<file path="src/rtl/sram_array_2r1w_pkg.sv">
// sram_pkg: shared definitions for the 2R1W storage array.
//   state_t : clear sequencer state encoding (ST_CLEAR / ST_IDLE)
//   clog2   : address width helper, usable in parameter expressions
package sram_pkg;

  typedef enum logic {
    ST_CLEAR = 1'b0,
    ST_IDLE  = 1'b1
  } state_t;

  function automatic int clog2(input int value);
    int r;
    int v;
    r = 0;
    v = value - 1;
    while (v > 0) begin
      r = r + 1;
      v = v >> 1;
    end
    return r;
  endfunction

endpackage

</file>
<file path="src/rtl/sram_array_2r1w_if.sv">
// sram_array_2r1w_if: access bus for the 2R1W array.
//   clr            clear request
//   we / wa / wd   write port
//   re1 / ra1      read port 1 request, rd1 its registered data
//   re2 / ra2      read port 2 request, rd2 its registered data
//   busy           clear sequencer owns the array
// master = caller side, slave = array side.
interface sram_array_2r1w_if
  import sram_pkg::*;
#(
  parameter int WIDTH = 8,
  parameter int DEPTH = 16
);
  localparam int AW = clog2(DEPTH);

  logic             clr;
  logic             we;
  logic [AW-1:0]    wa;
  logic [WIDTH-1:0] wd;
  logic             re1;
  logic [AW-1:0]    ra1;
  logic [WIDTH-1:0] rd1;
  logic             re2;
  logic [AW-1:0]    ra2;
  logic [WIDTH-1:0] rd2;
  logic             busy;

  modport master (
    output clr, we, wa, wd, re1, ra1, re2, ra2,
    input  rd1, rd2, busy
  );

  modport slave (
    input  clr, we, wa, wd, re1, ra1, re2, ra2,
    output rd1, rd2, busy
  );

endinterface

</file>
<file path="src/rtl/sram_array_2r1w_clear_fsm.sv">
// sram_clear_fsm: walks a pointer over every entry so the array can zero it.
//   clk, rst   clock, synchronous active-high reset
//   clr        start a new clear sequence (honoured only when idle)
//   busy       registered; high while the sequence owns the array
//   clr_we     write strobe for the zeroing write
//   clr_addr   entry being zeroed this cycle
//
// state    | meaning
// ST_CLEAR | zeroing mem[ptr] each cycle; busy=1
// ST_IDLE  | array available to callers; busy=0
module sram_clear_fsm
  import sram_pkg::*;
#(
  parameter int DEPTH = 16,
  localparam int AW = clog2(DEPTH)
) (
  input  logic          clk,
  input  logic          rst,
  input  logic          clr,
  output logic          busy,
  output logic          clr_we,
  output logic [AW-1:0] clr_addr
);

  localparam logic [AW-1:0] LAST = AW'(DEPTH - 1);

  state_t        state_q, state_d;
  logic [AW-1:0] ptr_q, ptr_d;
  logic          busy_q, busy_d;

  always_ff @(posedge clk) begin
    if (rst) begin
      state_q <= ST_CLEAR;
      ptr_q   <= '0;
      busy_q  <= 1'b1;
    end else begin
      state_q <= state_d;
      ptr_q   <= ptr_d;
      busy_q  <= busy_d;
    end
  end

  always_comb begin
    state_d = state_q;
    ptr_d   = ptr_q;
    busy_d  = busy_q;
    case (state_q)
      ST_CLEAR: begin
        if (ptr_q == LAST) begin
          state_d = ST_IDLE;
          ptr_d   = '0;
          busy_d  = 1'b0;
        end else begin
          ptr_d = ptr_q + 1'b1;
        end
      end
      ST_IDLE: begin
        if (clr) begin
          state_d = ST_CLEAR;
          ptr_d   = '0;
          busy_d  = 1'b1;
        end
      end
      default: begin
        state_d = ST_CLEAR;
        ptr_d   = '0;
        busy_d  = 1'b1;
      end
    endcase
  end

  assign busy     = busy_q;
  assign clr_we   = (state_q == ST_CLEAR);
  assign clr_addr = ptr_q;

endmodule

</file>
<file path="src/rtl/sram_array_2r1w.sv">
// sram_array_2r1w: DEPTH x WIDTH storage, one write port, two registered
// read ports with write-first bypass, and a hardware clear sequencer.
//   clk   clock
//   rst   synchronous active-high reset (starts a clear, zeroes rd1/rd2)
//   bus   sram_array_2r1w_if slave: clr, write port, two read ports, busy
module sram_array_2r1w
  import sram_pkg::*;
#(
  parameter int WIDTH = 8,
  parameter int DEPTH = 16
) (
  input logic clk,
  input logic rst,
  sram_array_2r1w_if.slave bus
);

  localparam int AW = clog2(DEPTH);

  logic [WIDTH-1:0] mem [DEPTH];
  logic [WIDTH-1:0] rd1_q, rd2_q;
  logic             busy;
  logic             clr_we;
  logic [AW-1:0]    clr_addr;
  logic             user_we;
  logic             byp1, byp2;
  logic [WIDTH-1:0] rdata1, rdata2;

  // Extra bit keeps the compare meaningful when DEPTH is a power of two.
  function automatic logic in_range(input logic [AW-1:0] a);
    return ({1'b0, a} < (AW+1)'(DEPTH));
  endfunction

  sram_clear_fsm #(.DEPTH(DEPTH)) u_clear (
    .clk      (clk),
    .rst      (rst),
    .clr      (bus.clr),
    .busy     (busy),
    .clr_we   (clr_we),
    .clr_addr (clr_addr)
  );

  // A clear request wins over a same-cycle write; the bypass must then not
  // forward data that never reaches the array.
  assign user_we = bus.we && !clr_we && !bus.clr && in_range(bus.wa);
  assign byp1    = user_we && (bus.wa == bus.ra1);
  assign byp2    = user_we && (bus.wa == bus.ra2);
  assign rdata1  = in_range(bus.ra1) ? mem[bus.ra1] : '0;
  assign rdata2  = in_range(bus.ra2) ? mem[bus.ra2] : '0;

  always_ff @(posedge clk) begin
    if (!rst) begin
      if (clr_we) begin
        mem[clr_addr] <= '0;
      end else if (user_we) begin
        mem[bus.wa] <= bus.wd;
      end
    end
  end

  always_ff @(posedge clk) begin
    if (rst) begin
      rd1_q <= '0;
      rd2_q <= '0;
    end else begin
      if (bus.re1) begin
        if (clr_we)    rd1_q <= '0;
        else if (byp1) rd1_q <= bus.wd;
        else           rd1_q <= rdata1;
      end
      if (bus.re2) begin
        if (clr_we)    rd2_q <= '0;
        else if (byp2) rd2_q <= bus.wd;
        else           rd2_q <= rdata2;
      end
    end
  end

  assign bus.rd1  = rd1_q;
  assign bus.rd2  = rd2_q;
  assign bus.busy = busy;

endmodule

</file>
<file path="src/flat_wrapper.sv">
// flat-port wrapper written by rule: the top's interface ports become plain ports
module sram_array_2r1w_flat import sram_pkg::*;
#(
  parameter int WIDTH = 8,
  parameter int DEPTH = 16
)
  (clk, rst, bus_clr, bus_we, bus_wa, bus_wd, bus_re1, bus_ra1, bus_re2, bus_ra2, bus_rd1, bus_rd2, bus_busy);
  sram_array_2r1w_if #(.WIDTH(WIDTH), .DEPTH(DEPTH)) bus_i ();
  input logic clk;
  input logic rst;
  input wire logic [$bits(bus_i.clr)-1:0] bus_clr;
  input wire logic [$bits(bus_i.we)-1:0] bus_we;
  input wire logic [$bits(bus_i.wa)-1:0] bus_wa;
  input wire logic [$bits(bus_i.wd)-1:0] bus_wd;
  input wire logic [$bits(bus_i.re1)-1:0] bus_re1;
  input wire logic [$bits(bus_i.ra1)-1:0] bus_ra1;
  input wire logic [$bits(bus_i.re2)-1:0] bus_re2;
  input wire logic [$bits(bus_i.ra2)-1:0] bus_ra2;
  output wire logic [$bits(bus_i.rd1)-1:0] bus_rd1;
  output wire logic [$bits(bus_i.rd2)-1:0] bus_rd2;
  output wire logic [$bits(bus_i.busy)-1:0] bus_busy;
  assign bus_i.clr = bus_clr;
  assign bus_i.we = bus_we;
  assign bus_i.wa = bus_wa;
  assign bus_i.wd = bus_wd;
  assign bus_i.re1 = bus_re1;
  assign bus_i.ra1 = bus_ra1;
  assign bus_i.re2 = bus_re2;
  assign bus_i.ra2 = bus_ra2;
  assign bus_rd1 = bus_i.rd1;
  assign bus_rd2 = bus_i.rd2;
  assign bus_busy = bus_i.busy;
  sram_array_2r1w #(.WIDTH(WIDTH), .DEPTH(DEPTH)) u_core (.clk(clk), .rst(rst), .bus(bus_i));
endmodule
</file>
<file path="config.mk">
export PLATFORM = sky130hd
export DESIGN_NAME = sram_array_2r1w_flat
export DESIGN_NICKNAME = d
export VERILOG_FILES = /design/src/rtl/sram_array_2r1w_pkg.sv /design/src/rtl/sram_array_2r1w_if.sv /design/src/rtl/sram_array_2r1w_clear_fsm.sv /design/src/rtl/sram_array_2r1w.sv /design/src/flat_wrapper.sv
export SDC_FILE = /design/constraint.sdc
export NUM_CORES = 1
export LEC_CHECK = 0
export BUFFER_PORTS_ARGS = -buffer_cell sky130_fd_sc_hd__clkbuf_2
export CORE_UTILIZATION = 40
export CTS_CLUSTER_SIZE = 8
export DETAILED_ROUTE_END_ITERATION = 8
export PLACE_DENSITY_LB_ADDON = 0.15
export SYNTH_ARGS = -nofsm -noshare
export SYNTH_HDL_FRONTEND = slang
export SYNTH_SLANG_ARGS = --single-unit
</file>
<file path="constraint.sdc">
create_clock -name clk -period 2.18 [get_ports clk]
set_input_delay 0.109 -clock clk [delete_from_list [all_inputs] [get_ports clk]]
set_output_delay 0.109 -clock clk [all_outputs]
set_load 0.05 [all_outputs]
</file>
* Yosys cells after proc, flatten, opt, wreduce, memory -nomap -nowiden *
Memories as Yosys holds them, arrays and structs flattened.
Index checks and enable logic that the tools add are counted.

cells by class
  mux-type cells = 23
  equal/unequal tests = 5
  reductions and logical operators = 7
  bitwise logic cells = 1
  add/subtract/negate cells = 1

operator list
  kind                   number
  $mux W8                5
  $mux W1                12
  $mux W4                3
  $eq A4 B4 Y1           2
  $pmux W4 S2            1
  $reduce_or A8 Y1       1
  $add A4 B1 Y4 const B  1
  $eq A4 B4 Y1 const B   1
  $logic_and A1 B1 Y1    4
  $ne A2 B2 Y1 const B   2
  $pmux W1 S2            2
  $reduce_and A2 Y1      1
  $logic_not A1 Y1       1
  $not A1 Y1             1

word-level totals
  bits in writable memories = 128
  output and inout bits = 17
  memories kept = 1
  flip-flop bits (word level) = 22
  word-level logic and storage cells = 43

memories
  memory      depth  bits a word  rd ports  clocked after Yosys merged registers in  write ports  line                   text
  u_core.mem  16     8            2         0                                        1            sram_array_2r1w.sv:19  logic [WIDTH-1:0] mem [DEPTH];

* Logic depth before layout (Yosys ltp) *
  word-level depth = 8
  mapped depth = 7

* Cells and area by module *
From an unflattened synthesis, not the netlist that was laid out.

unflattened totals
  cell total of the unflattened synthesis = 495
  area, all modules = 7718.7 um2

by module, submodules not included
  module           seq. area each (um2)  area each (um2)  times used  cells each
  sram_array_2r1w  4164.0                7407.1           1           463
  sram_clear_fsm   120.1                 311.5            1           32

* Least setup slack after synthesis *
No wires, ideal clock.

  kind = flip-flop to flip-flop
  start = register u_core.u_clear.state_q
  end = memory u_core.mem[1][0] (enable)
  arrival time = 1.556 ns
  setup time = 0.370 ns
  path slack = 0.254 ns
  stages on the path, launching flop included = 6
  data required time = 1.810 ns
  period minus slack after synthesis = 1.926 ns
  cell sequence = dfxtp_1 -> nor4bb_1 -> buf_2 -> clkbuf_1 -> a31oi_1 -> nor2_1

on the way
  longest elaborated chain between the ends = 8

ends and longest elaborated chain
  item                                          line                             text
  start: declaration                            sram_array_2r1w_clear_fsm.sv:27  state_t state_q, state_d;
  start signal: assignment                      sram_array_2r1w_clear_fsm.sv:37  state_q <= state_d;
  $logic_and A1 B1 Y1 (2 in a row)              sram_array_2r1w.sv:44            assign user_we = bus.we && !clr_we && !bus.clr && in_range(bus.wa);
  $mux W1                                       sram_array_2r1w.sv:54            end else if (user_we) begin
  $mux W1                                       sram_array_2r1w.sv:52            if (clr_we) begin
  $mux W1                                       sram_array_2r1w.sv:51            if (!rst) begin
  $mux W1 (not written as such)                 sram_array_2r1w.sv:55            mem[bus.wa] <= bus.wd;
  $reduce_or A8 Y1 (no line)                    --
  $mux W4 (no line) or $mux W1 (tied branches)  --
  end: declaration                              sram_array_2r1w.sv:19

Several ways; a longest one is shown, not always the timed one.

* Worst setup path after layout *
  start = register u_core.u_clear.state_q
  end = memory u_core.mem[1][4] (enable)

The elaborated chain is that of the path after synthesis.

==> results.sh <==
export IMPL_hold_class="in2reg"
export IMPL_netlist_instances=491
export IMPL_area_share_of_the_largest_cell_type_after_synthesis=0.5039
export IMPL_yosys_register_bits=150
export IMPL_worstSkewPairLatency_ns=0.43
export IMPL_nNetsFinal=586
export IMPL_cts_resized_gates=0
export IMPL_min_from="bus_wd[0]"
export IMPL_synth_adder_area_share=0.001640
export IMPL_setup_violations_final=0
export IMPL_ys_top_cells_by_area="sky130_fd_sc_hd__edfxtp_1 (50%), sky130_fd_sc_hd__mux4_2 (9.4%), sky130_fd_sc_hd__mux4_1 (6.2%)"
export IMPL_number_of_synthesized_flops_with_an_enable_pin=128
export IMPL_ant_nets=0
export IMPL_timing_critical_path_buf_inv=1
export IMPL_vias=4765
export IMPL_detail_route_wirelength_um=20910
export IMPL_place_inst=774
export IMPL_post_synth_xor_area_fraction=0.01033
export IMPL_post_route_util=0.4749
export IMPL_design_portCount=43
export IMPL_detail_routed_net_length_per_standard_cell_um=25.94
export IMPL_multiInputGateArea_um2=3103
export IMPL_cts_root_to_sink_buffers=2
export IMPL_setup_tns_final_ns=0
export IMPL_syn_area_per_cell_um2=15.54
export IMPL_yosys_area_share_simple=0.07643
export IMPL_synth_compound_gate_area_share=0.1183
export IMPL_synth_top_family_by_area="multiplexers"
export IMPL_post_synth_mux_area_share=0.1986
export IMPL_r2r_end="u_core.mem[1][4]$_DFFE_PP_"
export IMPL_worstMarginPinSlew_ns=0.6359
export IMPL_synth_net_count=518
export IMPL_cp_top_delay_family="simple AND/OR/NAND/NOR gates"
export IMPL_core_area_um2=18710
export IMPL_total_power_mw=6.742
export IMPL_drc_errors=0
export IMPL_fp_dieArea_um2=19630
export IMPL_max_stage_delay_ns=0.41
export IMPL_cap_violations=0
export IMPL_placement_rows=50
export IMPL_die_h_um=140.1
export IMPL_timing_fmax_mhz=513.7
export IMPL_min_to="u_core.bus.rd1[0]$_SDFFE_PP0P_"
export IMPL_rrSetupSlack_ns=0.23
export IMPL_grt_pass1_wl_um=31530
export IMPL_ys_warn_count=0
export IMPL_timing_final_crit_period_ns=1.947
export IMPL_dieWidth_um=140.1
export IMPL_synth_async_sr_flop_share=0
export IMPL_yosysUniqueCellTypes=51
export IMPL_layout_cells_most_common_list="sky130_fd_sc_hd__edfxtp_1 (128), sky130_fd_sc_hd__clkbuf_2 (42), sky130_fd_sc_hd__buf_4 (39)"
export IMPL_finish_cell_count_without_fillers=806
export IMPL_antenna_found_initial=0
export IMPL_power_per_cell_area_nw_per_um2=758.9
export IMPL_clock_tree_from_tritoncts="yes"
export IMPL_firstDrtPassIters=5
export IMPL_worst_ir_drop_vdd_mv=0.4797
export IMPL_timing_reg2reg_worst_path_depth=5
export IMPL_final_seq_area_um2=4284
export IMPL_slew_headroom=0.5750
export IMPL_worst_path_fanout_max=9
export IMPL_num_fill_cells=1566
export IMPL_place_gp_congestion=0.9295
export IMPL_cts_num_sinks=150
export IMPL_placement_setup_worst_slack_ns=0.06622
export IMPL_synthesis_area_um2=7629
export IMPL_report_final_slew_viol_count=0
export IMPL_grt_setup_unrepaired="no"
export IMPL_antenna_cells=0
export IMPL_post_route_cells_drive_above_1_share=0.2885
export IMPL_floorplan_initialDensity=0.4078
export IMPL_r2r_start="u_core.u_clear.state_q$_SDFF_PP0_"
export IMPL_endpoint_kind="register"
export IMPL_largest_net_degree_at_the_start_of_global_routing=41
export IMPL_predominant_post_synthesis_flop_cell="sky130_fd_sc_hd__edfxtp_1"
export IMPL_critPathKind="reg2reg"
export IMPL_cts_hold_repair_buffers=0
export IMPL_hold_viol_final=0
export IMPL_cp_cell_sequence="nor4bb_2, buf_4, mux2i_1, nand2_1, nor2_2"
export IMPL_cts_repair_timing_setup_buffer_count=0
export IMPL_cts_inserted_buffers=17
export IMPL_synthDominantAreaCellType="sky130_fd_sc_hd__edfxtp_1"
export IMPL_final_setup_skew_ns=0.01054
export IMPL_h_tree_depth=4
export IMPL_first_global_vias=4920
export IMPL_globalRoute_totalOverflow=0
export IMPL_data_required_time_of_the_worst_path_ns=2.24
export IMPL_setup_worst_path_start_class="register"
export IMPL_post_route_period_util=0.8931
export IMPL_place_port_buffers=42
export IMPL_layout_cells_most_common="sky130_fd_sc_hd__edfxtp_1"
export IMPL_clock_root_buffer="sky130_fd_sc_hd__clkbuf_16"
export IMPL_synth_yosys_seq_area_share=0.5616
export IMPL_cts_reportedPaths_clkPinSlew_ns=0.06
export IMPL_cpMaxStageDelayCell="sky130_fd_sc_hd__nor2_2"
export IMPL_outcome="complete, no violations"
export IMPL_area_growth_syn_to_layout_pct=16.45
export IMPL_power_leakage_nw=2.850
export IMPL_setup_ws_ns=0.2332
export IMPL_min_delay_path_depth=3
export IMPL_globalRouteTotalUtil=0.2265
export IMPL_drt_iter0_markers=467
export IMPL_dp_hpwl_um=14840
export IMPL_via_to_cell_ratio=5.912
export IMPL_data_arrival_time_of_the_worst_path_ns=2.01
-- synthesized netlist by cell type, types with 2 or more instances --
master,number
sky130_fd_sc_hd__xnor2_1,9
sky130_fd_sc_hd__edfxtp_1,128
sky130_fd_sc_hd__a221oi_1,15
sky130_fd_sc_hd__a22o_1,15
sky130_fd_sc_hd__buf_1,4
sky130_fd_sc_hd__o21ba_1,2
sky130_fd_sc_hd__a31oi_1,5
sky130_fd_sc_hd__o31ai_1,14
sky130_fd_sc_hd__buf_12,2
sky130_fd_sc_hd__nand2b_1,30
sky130_fd_sc_hd__dfxtp_1,22
sky130_fd_sc_hd__a21boi_0,14
sky130_fd_sc_hd__nand3b_1,2
sky130_fd_sc_hd__mux2i_1,31
sky130_fd_sc_hd__buf_2,11
sky130_fd_sc_hd__buf_4,3
sky130_fd_sc_hd__a21oi_1,22
sky130_fd_sc_hd__nand2_1,8
sky130_fd_sc_hd__mux4_2,32
sky130_fd_sc_hd__clkbuf_1,9
sky130_fd_sc_hd__o41ai_1,2
sky130_fd_sc_hd__mux4_1,18
sky130_fd_sc_hd__inv_1,2
sky130_fd_sc_hd__nor2_1,25
sky130_fd_sc_hd__and4_1,2
sky130_fd_sc_hd__nor2b_1,7
sky130_fd_sc_hd__and2_1,14
sky130_fd_sc_hd__a221oi_2,13
sky130_fd_sc_hd__nor3b_1,2
sky130_fd_sc_hd__buf_6,7
-- metal layers --
metal | track usage | up-vias | share of wire
met5 | 0 | - | 0
met4 | 0.1047 | 0 | 0.031
met3 | 0.03726 | 30 | 0.050
met2 | 0.3618 | 173 | 0.48
met1 | 0.3039 | 2408 | 0.44
li1 | - | 2154 | -
-- through the flow --
stage	area (um^2)	hold slack, ns
after detailed placement	8265	0.4545
final	8884	0.02257
after global routing	8884	0.06439
after global placement	8265	0.4407
after CTS	8879	0.009464
after floorplan	7629	0.2841
-- final cells by class --
cell class                 count  area share
clock buffer                  20     0.04915
clock inverter                12     0.01986
inverter                       2   0.0008451
multi-input combinational    303      0.3493
sequential                   150      0.4823
tap                          234     0.03296
timing repair buffer          85     0.06563
-- registers in the layout (all words and copies together) (netlist names) --
signal                   count
u_core.bus.rd2               8
u_core.mem                 128
u_core.u_clear.clr_addr      4
u_core.bus.rd1               8
u_core.u_clear.busy          1
u_core.u_clear.state_q       1
-- worst reg2reg max path, delay by kind of cell (launching register included) --
family        cells  cell delay, ns
buf+inv           1            0.22
flops             1            0.35
mux               1            0.24
simple gates      3            0.77
-- power breakdown --
part	internal, mW	switching [mW]
clock	1.92	1.14
combinational	0.232	0.311
sequential	3.12	0.0233
total	5.26	1.48
-- worst max path at each step --
stage                                       from                              to  slack [ns]  cells past startpoint
3_3_place_gp   u_core.u_clear.state_q$_SDFF_PP0_      u_core.mem[1][4]$_DFFE_PP_        0.08                      5
6_report       u_core.u_clear.state_q$_SDFF_PP0_      u_core.mem[1][4]$_DFFE_PP_        0.23                      5
3_5_place_dp   u_core.u_clear.state_q$_SDFF_PP0_     u_core.mem[14][3]$_DFFE_PP_        0.07                      5
2_1_floorplan  u_core.u_clear.state_q$_SDFF_PP0_      u_core.mem[1][0]$_DFFE_PP_        0.25                      5
4_1_cts        u_core.u_clear.state_q$_SDFF_PP0_     u_core.mem[14][6]$_DFFE_PP_        0.04                      5
5_1_grt        u_core.u_clear.state_q$_SDFF_PP0_  u_core.bus.rd1[3]$_SDFFE_PP0P_        0.11                      5
-- kinds of logic after synthesis --
kind of cell | count (synthesis)
muxes | 82
buffers and inverters | 38
xor gates and xnor gates | 9
adders and majority gates | 1
AOI/OAI and AO/OA | 109
DFF | 150
and+or+nand+nor | 102
Note: power is estimated with default switching activity, not from simulation.
